`config.mk`:
```
export PLATFORM = sky130hd
export DESIGN_NAME = sample_fetch
export DESIGN_NICKNAME = d
export VERILOG_FILES = /design/src/rtl/sample_fetch.sv
export SDC_FILE = /design/constraint.sdc
export NUM_CORES = 1
export LEC_CHECK = 0
export BUFFER_PORTS_ARGS = -buffer_cell sky130_fd_sc_hd__buf_2
export CAP_MARGIN = 25
export CORE_MARGIN = 8
export CORE_UTILIZATION = 45
export DETAILED_ROUTE_END_ITERATION = 16
export MAX_ROUTING_LAYER = met4
export PLACE_DENSITY = 0.76
export SETUP_SLACK_MARGIN = 0.2
export SYNTH_ARGS = -nofsm -noshare
export SYNTH_HDL_FRONTEND = slang
export SYNTH_SLANG_ARGS = --single-unit
```
`constraint.sdc`:
```
create_clock -name clk -period 7.5 [get_ports clk]
set_clock_uncertainty 0.1 [all_clocks]
set_input_delay 1.125 -clock clk [delete_from_list [all_inputs] [get_ports clk]]
set_output_delay 1.125 -clock clk [all_outputs]
set_load 0.1 [all_outputs]
```
`src/rtl/sample_fetch.sv`:
```
// sample_fetch: reads `len` consecutive samples from a synchronous RAM starting
// at `src_addr` and streams them out over valid/ready. A 2-entry buffer hides
// the 1-cycle RAM read latency so one sample per cycle is sustained.
//
// Ports:
//   clk, rst_n            clock, asynchronous active-low reset
//   start, src_addr, len  transfer request (sampled/latched only in IDLE)
//   busy, done            busy while fetching; done pulses for one cycle at end
//   mem_rd_en, mem_addr   read strobe/address to the RAM
//   mem_rdata             RAM data, valid the cycle after mem_rd_en
//   out_data, out_valid   sample stream from the buffer head
//   out_ready, out_last   consumer handshake; out_last marks the final sample
module sample_fetch #(
  parameter int ADDR_W = 8,
  parameter int DATA_W = 8,
  parameter int LEN_W  = 8
) (
  input  logic              clk,
  input  logic              rst_n,
  input  logic              start,
  input  logic [ADDR_W-1:0] src_addr,
  input  logic [LEN_W-1:0]  len,
  output logic              busy,
  output logic              done,
  output logic              mem_rd_en,
  output logic [ADDR_W-1:0] mem_addr,
  input  logic [DATA_W-1:0] mem_rdata,
  output logic [DATA_W-1:0] out_data,
  output logic              out_valid,
  input  logic              out_ready,
  output logic              out_last
);

  typedef enum logic [1:0] {
    S_IDLE,
    S_FETCH,
    S_FINISH
  } state_t;

  state_t            state_q, state_d;
  logic [ADDR_W-1:0] src_q, src_d;
  logic [LEN_W-1:0]  len_q, len_d;
  logic [LEN_W-1:0]  issued_q, issued_d;
  logic [LEN_W-1:0]  popped_q, popped_d;
  logic [1:0]        occ_q, occ_d;
  logic              inflight_q, inflight_d;
  logic [DATA_W-1:0] buf0_q, buf0_d;
  logic [DATA_W-1:0] buf1_q, buf1_d;

  logic              pop;
  logic              rd_en;
  logic              head_is_last;
  logic [1:0]        used_after_pop;
  logic [1:0]        wpos;

  // Buffer entry 0 is always the head; out_data/out_valid come straight from
  // registers, never from mem_rdata.
  assign out_valid    = (occ_q != 2'd0);
  assign out_data     = buf0_q;
  assign pop          = out_valid && out_ready;
  assign head_is_last = (popped_q == len_q - LEN_W'(1));
  assign out_last     = out_valid && head_is_last;

  // occ >= pop whenever pop is high, so this never underflows.
  assign used_after_pop = occ_q + {1'b0, inflight_q} - {1'b0, pop};
  assign rd_en = (state_q == S_FETCH) && (issued_q < len_q) && (used_after_pop < 2'd2);

  assign mem_rd_en = rd_en;
  assign mem_addr  = rd_en ? (src_q + ADDR_W'(issued_q)) : '0;
  assign busy      = (state_q == S_FETCH);
  assign done      = (state_q == S_FINISH);

  // Returning data lands behind whatever survives this cycle's pop.
  assign wpos = occ_q - {1'b0, pop};

  always_comb begin
    state_d    = state_q;
    src_d      = src_q;
    len_d      = len_q;
    issued_d   = issued_q;
    popped_d   = popped_q;
    occ_d      = occ_q;
    inflight_d = 1'b0;
    buf0_d     = buf0_q;
    buf1_d     = buf1_q;

    unique case (state_q)
      S_IDLE: begin
        if (start) begin
          src_d    = src_addr;
          len_d    = len;
          issued_d = '0;
          popped_d = '0;
          occ_d    = '0;
          buf0_d   = '0;
          buf1_d   = '0;
          state_d  = (len == '0) ? S_FINISH : S_FETCH;
        end
      end
      S_FETCH: begin
        inflight_d = rd_en;
        if (rd_en) begin
          issued_d = issued_q + LEN_W'(1);
        end
        if (pop) begin
          popped_d = popped_q + LEN_W'(1);
          buf0_d   = buf1_q;
        end
        if (inflight_q) begin
          if (wpos == 2'd0) begin
            buf0_d = mem_rdata;
          end else begin
            buf1_d = mem_rdata;
          end
        end
        occ_d = used_after_pop;
        if (pop && head_is_last) begin
          state_d = S_FINISH;
        end
      end
      S_FINISH: begin
        state_d = S_IDLE;
      end
      default: begin
        state_d = S_IDLE;
      end
    endcase
  end

  always_ff @(posedge clk or negedge rst_n) begin
    if (!rst_n) begin
      state_q    <= S_IDLE;
      src_q      <= '0;
      len_q      <= '0;
      issued_q   <= '0;
      popped_q   <= '0;
      occ_q      <= '0;
      inflight_q <= 1'b0;
      buf0_q     <= '0;
      buf1_q     <= '0;
    end else begin
      state_q    <= state_d;
      src_q      <= src_d;
      len_q      <= len_d;
      issued_q   <= issued_d;
      popped_q   <= popped_d;
      occ_q      <= occ_d;
      inflight_q <= inflight_d;
      buf0_q     <= buf0_d;
      buf1_q     <= buf1_d;
    end
  end

endmodule

```
==> run summary <==
Outcome - completed
Resized cells post-CTS - 0
Largest net degree at the start of global routing - 54
Vias in the first global route - 2,912
Filler cells - 712
Hold Violations, Final - 0
RePlAce Congestion - 0.824
Primary FF master, synth - dfrtp_1
Hold_ws - 0.393 ns
Startpoint Class - primary input
RSZ-0062 raised after global routing - no
Max_slew headroom - 53.4%
Yosys reg bits - 53
Ys async rst share - 100%
Tcrit/Tclk final - 71.4%
Gate Count Post-Synth - 375
Critical path data required time - 6.27 ns
Initial antenna violation count - 0
Die Area - 10,200 sq um
Routed len/inst - 14.3 um
Cell row count - 31
Hold buffers post-CTS - 0
Vias/cell - 5.38
DR iter-0 viols - 119
Layout cell share with drive strength beyond 1 - 17.3%
Commonest non-fill, non-tap cells in the layout - 57 x nand2_1, 53 x dfrtp_1, 48 x buf_2
Antenna Nets Post-Route - 0
Worst Tran Pin Value - 0.699 ns
Clock latency at the later pin of the worst-skew pair - 0.32 ns
Post-synth EDFFs - 0
Drt first pass iters - 4
Initial Util - 45.7%
Largest cells by area after synthesis - dfrtp_1 41%, ha_1 7.3%, nand2_1 6.6%
Worst path max stage delay - 0.43 ns
Final number of setup-violating endpoints - 0
Syn nets - 423
Critical-path maximum fanout - 17
Post-route design area - 3700 sq um
Clk sinks - 53
Root buf cell - clkbuf_8
Cell variety after synth - 51
Final #Nets - 469
First-pass GRT wire length - 13.1 mm
Multi-input gate area - 1770 sq um
Most common cell after layout, fill and taps aside - nand2_1
YS warnings - 0
Post-Route Utilization - 51.9%
Reg area - 1330 sq um
Diode count - 0
DRC - 0
Final Routed Wirelength - 7.46 mm
# IOs - 49
Post-synthesis sequential area ratio - 40.6%
H-tree depth - 2
Core area - 7140 sq um
Global route overflow - 0
R2r setup slk - 3.82 ns
Slowest CP cell - a211o_1
Max Fclk - 187 MHz
CTS Buf Count - 5
Minimum clock period - 5.36 ns
Port Buffers - 48
CP Capture Type - output pin
Clock transition at path regs - 0.09 ns
Final Max Slew Viols - 0
Via count - 2,805
Setup TNS - 0 ns
Min-Delay Path Class - flip-flop to flip-flop
DP Wirelength - 5.40 mm
Number of max-cap violations - 0
Post-synth top area share - 40.6%
Synthesized area per cell - 8.71 sq um
Postcts setup bufs - 0
Height of the die - 101 um
Post-synthesis cell area - 3260 sq um
Total track usage - 16.2%
Die X - 101 um
Max clock buf depth - 2
CTS tree - built
Cell taking the most area after synthesis - dfrtp_1
Synthesis-to-layout area growth - 13.5%
Critical-path cell list - buf_2, nand2_1, inv_1, ha_1, inv_1, ha_1, xor2_1, xor2_1, a211o_1, clkinv_1, and2_1, buf_2
CP Data Arrival Time - 4.13 ns
Placed inst area - 3600 sq um
Critical path class - primary input to output pin
worst max-delay path: cells and delay by family:
kind	cells	cell delay, ns
adder cells (fa/ha/maj)	2	0.49
XOR/XNOR	2	0.48
buffers and inverters	5	1.23
AND/OR/NAND/NOR	2	0.37
AO/OA/AOI/OAI	1	0.43
registers in the layout, summed over array words and instances, names as in the netlist:
signal / flops
out_data: 8
popped_q: 8
state_q: 2
occ_q: 2
buf1_q: 8
len_q: 8
issued_q: 8
src_q: 8
inflight_q: 1
through the flow:
stage,setup slack [ns],instances
3_3_place_gp,2.30,512
2_1_floorplan,0.549,375
5_1_grt,1.87,521
3_5_place_dp,2.19,512
4_1_cts,2.14,520
6_report,2.14,521
path summary, 6_finish.rpt:
kind / startpoint / endpoint / depth (start not counted)
setup / recovery: out_ready / mem_addr[0] / 12
hold / removal: src_q[0]$_DFFE_PN0P_ / src_q[0]$_DFFE_PN0P_ / 2
setup reg to reg: occ_q[1]$_DFFE_PN0P_ / issued_q[3]$_DFFE_PN0P_ / 12
min in group asynchronous: rst_n / popped_q[1]$_DFFE_PN0P_ / 2
hold reg to reg: src_q[0]$_DFFE_PN0P_ / src_q[0]$_DFFE_PN0P_ / 2
max in group asynchronous: rst_n / issued_q[1]$_DFFE_PN0P_ / 2
cells by family (layout without fill, tap and decap cells):
logic type	after synthesis	in the layout	share of synthesized area, %
xor+xnor	22	22	5.90
mux	11	11	3.45
flops	53	53	40.6
simple gates	143	143	20.9
fa+ha+maj	20	20	7.90
compound gates	83	83	16.1
buf+inv	43	90	5.14
final cells by class:
| class | instances | share of cell area [%] |
|---|---|---|
| timing repair buffer | 53 | 7.50 |
| clock buffer | 5 | 1.86 |
| tap | 99 | 3.34 |
| multi-input combinational | 279 | 47.9 |
| clock inverter | 3 | 0.709 |
| inverter | 29 | 2.94 |
| sequential | 53 | 35.8 |
metal layers:
metal,share of wire [%],up-vias,wire length (um),track usage [%]
met4,0.96,0,72,4.93
met5,0,-,0,-
met2,49,59,3660,27.9
met1,46,1353,3410,18.7
met3,4.3,6,319,3.02
li1,-,1387,-,-
synth_stat cells (all sizes together) (3+ instances only):
cell type,instances
a211oi,3
a21oi,21
a22o,6
a31o,4
and2,3
and3,3
buf,3
clkbuf,11
dfrtp,53
ha,19
inv,28
mux2i,9
nand2,57
nand2b,5
nand3,17
nor2,29
nor2b,6
nor3,5
o21ai,31
o31ai,3
or3,4
or4,4
xnor2,12
xor2,10
Power is left out: the tool's default activity adds up to more than one toggle a clock period on the data nets, which glitch-free logic cannot reach.
